[config.mk]
export PLATFORM = sky130hd
export DESIGN_NAME = pu_msp430_alu_wb
export DESIGN_NICKNAME = d
export VERILOG_FILES = /design/src/rtl/pu_msp430_pkg.sv /design/src/rtl/pu_msp430_wb_fifo.sv /design/src/rtl/pu_msp430_alu_wb.sv
export SDC_FILE = /design/constraint.sdc
export NUM_CORES = 1
export LEC_CHECK = 0
export BUFFER_PORTS_ARGS = -buffer_cell sky130_fd_sc_hd__buf_2
export CORE_UTILIZATION = 46
export CTS_CLUSTER_DIAMETER = 100
export DETAILED_ROUTE_END_ITERATION = 7
export GPL_TIMING_DRIVEN = 0
export PLACE_DENSITY = 0.84
export REMOVE_ABC_BUFFERS = 1
export SYNTH_ARGS = -nofsm -noshare
export SYNTH_HDL_FRONTEND = slang
export SYNTH_SLANG_ARGS = --single-unit
[constraint.sdc]
create_clock -name mclk -period 1.26 [get_ports mclk]
set_input_delay 0.252 -clock mclk [delete_from_list [all_inputs] [get_ports mclk]]
set_output_delay 0.252 -clock mclk [all_outputs]
set_load 0.02 [all_outputs]
[src/rtl/pu_msp430_pkg.sv]
// Shared definitions for the MSP430 ALU writeback stage: status register
// bit positions, writeback queue entry layout and queue occupancy states.
package pu_msp430_pkg;

    localparam int SR_C      = 0;
    localparam int SR_Z      = 1;
    localparam int SR_N      = 2;
    localparam int SR_GIE    = 3;
    localparam int SR_CPUOFF = 4;
    localparam int SR_OSCOFF = 5;
    localparam int SR_SCG0   = 6;
    localparam int SR_SCG1   = 7;
    localparam int SR_V      = 8;
    localparam int SR_W      = 9;

    localparam logic [3:0] SR_REG_IDX = 4'd2;

    typedef enum logic [1:0] {
        FIFO_EMPTY = 2'd0,
        FIFO_ONE   = 2'd1,
        FIFO_TWO   = 2'd2
    } fifo_state_t;

    typedef struct packed {
        logic [15:0] data;
        logic [3:0]  dst;
        logic        mem;
        logic        bw;
    } wb_entry_t;

    localparam int WB_ENTRY_W = $bits(wb_entry_t);

endpackage

[src/rtl/pu_msp430_wb_fifo.sv]
// Two-entry in-order queue between ALU capture and register/memory writeback.
// Occupancy is a registered state, so space never depends on pop combinationally.
module pu_msp430_wb_fifo
    import pu_msp430_pkg::*;
#(
    parameter int W = WB_ENTRY_W
) (
    input  logic         clk,
    input  logic         rst,
    input  logic         push,
    input  logic [W-1:0] push_data,
    output logic         can_push,
    input  logic         pop,
    output logic [W-1:0] head,
    output logic         head_valid
);

    fifo_state_t  state;
    fifo_state_t  state_nxt;
    logic [W-1:0] ent0;
    logic [W-1:0] ent1;
    logic [W-1:0] ent0_nxt;
    logic [W-1:0] ent1_nxt;
    logic         do_push;
    logic         do_pop;

    assign can_push   = (state != FIFO_TWO);
    assign head_valid = (state != FIFO_EMPTY);
    assign head       = ent0;
    assign do_push    = push && can_push;
    assign do_pop     = pop && head_valid;

    always_ff @(posedge clk) begin
        if (rst) begin
            state <= FIFO_EMPTY;
            ent0  <= '0;
            ent1  <= '0;
        end else begin
            state <= state_nxt;
            ent0  <= ent0_nxt;
            ent1  <= ent1_nxt;
        end
    end

    always_comb begin
        state_nxt = state;
        ent0_nxt  = ent0;
        ent1_nxt  = ent1;
        case (state)
            FIFO_EMPTY: begin
                if (do_push) begin
                    ent0_nxt  = push_data;
                    state_nxt = FIFO_ONE;
                end
            end
            FIFO_ONE: begin
                // simultaneous push/pop replaces the head and keeps one entry
                if (do_push && do_pop) begin
                    ent0_nxt = push_data;
                end else if (do_push) begin
                    ent1_nxt  = push_data;
                    state_nxt = FIFO_TWO;
                end else if (do_pop) begin
                    state_nxt = FIFO_EMPTY;
                end
            end
            FIFO_TWO: begin
                if (do_pop) begin
                    ent0_nxt  = ent1;
                    state_nxt = FIFO_ONE;
                end
            end
            default: begin
                state_nxt = FIFO_EMPTY;
            end
        endcase
    end

endmodule

[src/rtl/pu_msp430_alu_wb.sv]
// ALU result capture, writeback queue and status register (R2) for the MSP430 core.
// Capture flags take priority over R2 data; interrupt entry clears the mode bits last.
module pu_msp430_alu_wb
    import pu_msp430_pkg::*;
(
    input  logic        mclk,
    input  logic        puc_rst,
    input  logic        exec_cycle,
    input  logic        res_valid,
    output logic        res_ready,
    input  logic [15:0] alu_out,
    input  logic [3:0]  alu_stat,
    input  logic [3:0]  alu_stat_wr,
    input  logic        inst_bw,
    input  logic        res_wr_en,
    input  logic [3:0]  res_dst,
    input  logic        res_dst_mem,
    output logic        wb_valid,
    input  logic        wb_ready,
    output logic [15:0] wb_data,
    output logic [3:0]  wb_dst,
    output logic        wb_mem,
    output logic        wb_bw,
    input  logic        irq_sr_clr,
    output logic [15:0] sr_out,
    output logic [3:0]  status,
    output logic        gie,
    output logic        cpuoff,
    output logic        oscoff,
    output logic        scg0,
    output logic        scg1
);

    logic            capture;
    logic            r2_wr;
    wb_entry_t       new_entry;
    wb_entry_t       head_entry;
    logic [SR_W-1:0] sr;
    logic [SR_W-1:0] sr_nxt;

    assign capture = exec_cycle && res_valid && res_ready;

    always_comb begin
        new_entry.data = inst_bw ? {8'h00, alu_out[7:0]} : alu_out;
        new_entry.dst  = res_dst;
        new_entry.mem  = res_dst_mem;
        new_entry.bw   = inst_bw;
    end

    pu_msp430_wb_fifo #(
        .W(WB_ENTRY_W)
    ) u_fifo (
        .clk        (mclk),
        .rst        (puc_rst),
        .push       (capture && res_wr_en),
        .push_data  (new_entry),
        .can_push   (res_ready),
        .pop        (wb_ready),
        .head       (head_entry),
        .head_valid (wb_valid)
    );

    assign wb_data = head_entry.data;
    assign wb_dst  = head_entry.dst;
    assign wb_mem  = head_entry.mem;
    assign wb_bw   = head_entry.bw;

    assign r2_wr = wb_valid && wb_ready && !head_entry.mem && (head_entry.dst == SR_REG_IDX);

    always_comb begin
        sr_nxt = sr;
        if (r2_wr) begin
            sr_nxt = wb_data[SR_W-1:0];
        end
        if (capture) begin
            if (alu_stat_wr[0]) sr_nxt[SR_C] = alu_stat[0];
            if (alu_stat_wr[1]) sr_nxt[SR_Z] = alu_stat[1];
            if (alu_stat_wr[2]) sr_nxt[SR_N] = alu_stat[2];
            if (alu_stat_wr[3]) sr_nxt[SR_V] = alu_stat[3];
        end
        // SCG0 survives interrupt entry so the DCO setting is kept
        if (irq_sr_clr) begin
            sr_nxt[SR_GIE]    = 1'b0;
            sr_nxt[SR_CPUOFF] = 1'b0;
            sr_nxt[SR_OSCOFF] = 1'b0;
            sr_nxt[SR_SCG1]   = 1'b0;
        end
    end

    always_ff @(posedge mclk) begin
        if (puc_rst) begin
            sr <= '0;
        end else begin
            sr <= sr_nxt;
        end
    end

    assign sr_out = {{(16-SR_W){1'b0}}, sr};
    assign status = {sr[SR_V], sr[SR_N], sr[SR_Z], sr[SR_C]};
    assign gie    = sr[SR_GIE];
    assign cpuoff = sr[SR_CPUOFF];
    assign oscoff = sr[SR_OSCOFF];
    assign scg0   = sr[SR_SCG0];
    assign scg1   = sr[SR_SCG1];

endmodule

* Word-level counts from Yosys, hierarchy flattened
Cells that the tools add are included.
Operators by class: add/subtract/negate cells 0, multipliers 0, divide/modulo/power cells 0, order comparisons 0, equal/unequal tests 9, shifts and indexed selects 0, multiplexer cells 18, bitwise operators 1, reductions and logical operators 16
Operator list (number):
- 22-bit 2-to-1 mux | 3
- 22-bit case mux with 3 select lines | 1
- 16-bit 2-to-1 mux | 1
- 2-bit 2-to-1 mux | 5
- 9-bit 2-to-1 mux | 1
- 1-bit logical AND | 8
- 4-bit AND reduction | 2
- 2-bit by 1-bit inequality test with 1-bit output (second input constant) | 3
- 2-bit case mux with 3 select lines | 1
- 1-bit 2-to-1 mux | 5
- 4-bit by 2-bit == test with 1-bit output (second input constant) | 1
- 2-bit inequality test (second input constant) | 2
- 3-bit 2-to-1 mux | 1
- 3-bit by 1-bit inequality test with 1-bit output (second input constant) | 1
- 3-bit AND reduction | 1
- 3-bit nonzero test | 1
- 2-bit by 1-bit == test with 1-bit output (second input constant) | 1
- 2-bit == test (second input constant) | 1
- 2-bit logical NOT | 1
- 2-bit nonzero test | 1
- 2-bit OR reduction | 1
- 1-bit logical NOT | 1
- 1-bit NOT | 1
Storage, ports and cells: bits in registers 55, latch bits 0, RAM bits 0, memory bits (read-only) 0, output and inout bits 49, memories 0

* Logic depth before layout (Yosys ltp)
word-level depth 7, depth in mapped cells 6

* Cells and area by module
Synthesis repeated with hierarchy kept, for this count alone.
Second synthesis, totals: cell total of the unflattened synthesis 293, area, all modules 2643.8 sq um
Modules (own cells, without submodules):
- pu_msp430_wb_fifo | instances 1, cells each 216, area an instance 2016.9 sq um, sequential area each 920.9 sq um
- pu_msp430_alu_wb | instances 1, cells each 77, area an instance 626.9 sq um, sequential area each 180.2 sq um

* Worst setup path before layout
No wires, ideal clock.
path kind register to register, start reg u_fifo.state[0], end reg u_fifo.ent0[0] (netlist: u_fifo.head[0]), library setup time 0.146 ns, arrival time 1.234 ns, required time 1.114 ns, setup slack -0.120 ns, cell stages (with the launch flop) 6, path buffers 1, period minus slack after synthesis 1.380 ns, cells stage by stage dfxtp_1 -> nor2b_4 -> nor4b_4 -> or2_4 -> buf_8 -> a211oi_2
Between the ends: longest elaborated chain between the ends 7
RTL lines:
- from (decl) | line pu_msp430_wb_fifo.sv:18 | fifo_state_t state;
- from (signal assigned) | line pu_msp430_wb_fifo.sv:39 | state <= state_nxt;
- 2-bit inequality test | line pu_msp430_wb_fifo.sv:27 | assign can_push = (state != FIFO_TWO);
- 1-bit logical AND | line pu_msp430_alu_wb.sv:41 | assign capture = exec_cycle && res_valid && res_ready;
- 1-bit logical AND | line pu_msp430_alu_wb.sv:55 | .push (capture && res_wr_en),
- 1-bit logical AND | line pu_msp430_wb_fifo.sv:30 | assign do_push = push && can_push;
- 1-bit logical AND | line pu_msp430_wb_fifo.sv:58 | if (do_push && do_pop) begin
- 2-bit by 1-bit inequality test with 1-bit output (no source line)
- 4-bit AND reduction (no source line)
- to (signal assigned) | line pu_msp430_wb_fifo.sv:40 | ent0 <= ent0_nxt;
- to (decl) | line pu_msp430_wb_fifo.sv:20 | logic [W-1:0] ent0;
Several ways; a longest one is shown, not always the timed one. A chain may end at the register's enable or synchronous reset.

* Worst setup path in the final report
start reg u_fifo.state[0], end reg u_fifo.ent0[18] (netlist: u_fifo.head[18])
The elaborated chain is that of the path after synthesis.

==> run summary <==
FINAL LAYOUT
-------------------------------------------------------------------------------
Layout Area Growth over Synthesis                                         33.9%
# diodes                                                                      0
Post-route cell area                                                0.00366 mm2
Commonest cells after routing, fill and taps aside                 sky130_fd_sc_hd__buf_2, sky130_fd_sc_hd__mux2i_1, sky130_fd_sc_hd__dfxtp_1
Post-layout net count                                                       393
Commonest non-fill, non-tap cell in the layout                     sky130_fd_sc_hd__buf_2
Proportion of layout cells with a drive suffix above 1                    49.9%

STATUS
-------------------------------------------------------------------------------
Violations in the final reports                                    negative setup slack
Run status                                                         complete, but fails checks

CLOCKING
-------------------------------------------------------------------------------
Inserted Clock Buffers                                                        5
Clock tree from TritonCTS                                                 built
Root buffer cell                                                   sky130_fd_sc_hd__clkbuf_8
Clock-pin slew on the worst setup and hold paths                        0.11 ns
Maximum buffer depth of the clock tree                                        2
Post-CTS Hold Buffers                                                         0
Total number of H-tree levels                                                 2
Later-pin clock latency in the skew report                              0.32 ns
CTS sink cnt                                                                 55

STA
-------------------------------------------------------------------------------
Share of the cycle needed by the critical path after routing               120%
Min setup slack post-route                                            -0.251 ns
Final count of hold timing violations                                         0
Layout Skew                                                          0.00972 ns
Unrepaired setup endpoints after global routing                             yes
Worst Tran Pin Value                                                    1.23 ns
Worst hold slack across all endpoints                                  0.147 ns
Relative max-transition margin                                            17.9%
Total count of max-transition violations in the final report                  0
Post-route minimum period                                               1.51 ns
Maximum frequency from static timing analysis                           662 MHz
Final number of setup-violating endpoints                                    56

DETAILED ROUTING
-------------------------------------------------------------------------------
Number of DRC violations after detailed routing                               0
Wire length per cell                                                    16.4 um
DR vias/cell                                                               5.26
Number of DRC markers after the initial detailed-route iteration             80
Post-DRT Antenna Nets                                                         0
Total detailed-routing wirelength                                       7.02 mm
TritonRoute pass-1 iters                                                      4
Routed via count                                                          2,256

FLOORPLANNING
-------------------------------------------------------------------------------
Floorplan core area                                                 0.00561 mm2
DIE AREA                                                            0.00625 mm2
Core Rows                                                                    27
Number of I/O pins                                                           86
Height of the die                                                       79.1 um
Horizontal die dimension                                                79.1 um
Starting utilization of the core area                                     48.7%

SETUP PATH
-------------------------------------------------------------------------------
Top fanout value on the critical path                                         6
Critical Path RT                                                        1.49 ns
Sort of element at the end of the critical path                            flop
Critical Path Source                                               u_fifo.state[0]$_SDFFE_PP0P_
Critical path arrival                                                   1.74 ns
Flop-to-flop setup slack                                               -0.25 ns
Capture instance of the worst register-to-register path            u_fifo.head[18]$_SDFFE_PP0P_
Crit path capture                                                  u_fifo.head[18]$_SDFFE_PP0P_
Cell depth of the worst flop-to-flop path                                     7
Start of the worst register-to-register path                       u_fifo.state[0]$_SDFFE_PP0P_
Critical path start-end classification                                  reg2reg
Startpoint type of the worst setup path                                    flop

RUN
-------------------------------------------------------------------------------
Max-cap check violation count                                                 0

POWER
-------------------------------------------------------------------------------
Total Power Consumption                                                 3.39 mW
Leakage power                                                           1.75 nW
IR drop worst, VDD                                                       730 uV
Total power per unit cell area                                       928 mW/mm2

PLACED DESIGN
-------------------------------------------------------------------------------
Post-place instance area                                            0.00294 mm2
Number of input and output port buffers inserted                             78
Placer congestion estimate                                                0.696
Detailed placer's ending HPWL                                           3.51 mm

LOGIC SYNTHESIS
-------------------------------------------------------------------------------
Async S/R FF share, synth                                                    0%
Seq/Total Area, Yosys                                                     40.3%
Yosys warnings                                                                0
Post-synth design cell area                                         0.00273 mm2
Most used flip-flop cell after synthesis                           sky130_fd_sc_hd__dfxtp_1
Number of enable-type register cells in the synthesized netlist               0
FF+latch count, synth                                                        55
Gate count after technology mapping                                         259
Count of distinct cell types in the synthesized netlist                      33
Syn avg cell area                                                      10.6 um2

GRT
-------------------------------------------------------------------------------
Initial antenna violation count                                               0
Wire length of the first global-routing pass                            10.8 mm
Global Route Usage Sum                                                    22.5%
Maximum number of pins on one net before global-route repair                 56
Vias in the first global route                                            2,151
Total gr overflow                                                             0

WORST HOLD PATH
-------------------------------------------------------------------------------
Worst hold-check path type                                               in2reg
Startpoint of the worst hold path                                    irq_sr_clr

==> registers in the layout, indices dropped and copies added, names as in the netlist <==
register	count
u_fifo.ent1	22
u_fifo.head	22
sr	9
u_fifo.state	2
==> repair_timing <==
action	4_1_cts	5_1_grt
gates cloned	6	4
buffers inserted	25	7
gates resized for setup	42	17
endpoints found under the setup margin	57	57
pin swaps	11	16
==> area by class of cell <==
cell class | count | area (um2)
timing repair buffer | 113 | 779
inverter | 5 | 18.8
sequential | 55 | 1110
tap | 72 | 90.1
clock inverter | 3 | 25.0
multi-input combinational | 176 | 1560
fill | 462 | 1950
clock buffer | 5 | 68.8
==> where the power goes <==
group	total, mW	switching [mW]	internal (mW)
registers	1.83	0.0415	1.78
logic	0.556	0.309	0.247
clock network	1.01	0.615	0.399
==> per-layer routing <==
layer | share of wire [%] | global-route usage, % | vias up
met5 | 0 | 0 | -
met1 | 47 | 28.3 | 1090
met2 | 48 | 39.5 | 67
li1 | - | - | 1092
met4 | 0.68 | 5.45 | 0
met3 | 4.3 | 4.02 | 7
==> cell usage after synthesis (all sizes together) (2+ instances only) <==
master  count  share of area, %
nand2       5              0.96
a211oi     23                10
buf        30                10
a31o        4               1.3
clkbuf      6              0.96
mux2i      53                19
a21oi       4              0.73
nor2       26               3.6
nor3       26               4.8
dfxtp      55                40
nor2b       2               1.0
or2         2              0.55
and2b       8               2.2
nor4b       2               1.2
inv         5              0.69
==> how the worst min path moves through the flow <==
stage	to	cells after the start
global route	sr[7]$_SDFFE_PP0N_	2
detailed placement	u_fifo.ent1[0]$_SDFFE_PP0P_	2
CTS	sr[4]$_SDFFE_PP0N_	2
finish	sr[4]$_SDFFE_PP0N_	2
global placement	u_fifo.ent1[7]$_SDFFE_PP0P_	2
floorplan	u_fifo.head[0]$_SDFFE_PP0P_	1
==> worst max-delay path: stages, from the launching register on <==
cell and delay, ns:
sky130_fd_sc_hd__dfxtp_4 0.38, sky130_fd_sc_hd__nor2b_4 0.15, sky130_fd_sc_hd__buf_6 0.11, sky130_fd_sc_hd__nor4b_4 0.21, sky130_fd_sc_hd__buf_6 0.18, sky130_fd_sc_hd__clkbuf_16 0.16
sky130_fd_sc_hd__nor3_2 0.05, sky130_fd_sc_hd__a211oi_2 0.18
==> stage by stage <==
step	setup WS, ns	cells	setup TNS, ns	utilization [%]
6_report	-0.251	429	-10.76	65.3
5_1_grt	-0.310	429	-13.76	65.3
4_1_cts	-0.217	418	-8.10	62.5
3_5_place_dp	-1.20	379	-58.62	52.5
3_3_place_gp	-1.29	379	-62.29	52.3
2_1_floorplan	-0.922	229	-34.37	-
==> logic make-up (layout without fill, tap and decap cells) <==
logic type	Yosys count	after routing	share of synthesized area (%)
compound gates	32	32	12.2
simple gates	77	84	16.3
buf+inv	41	126	11.7
mux	53	53	19.4
other cells	1	7	0.137
flops	55	55	40.3
Note: power is estimated with default switching activity, not from simulation.
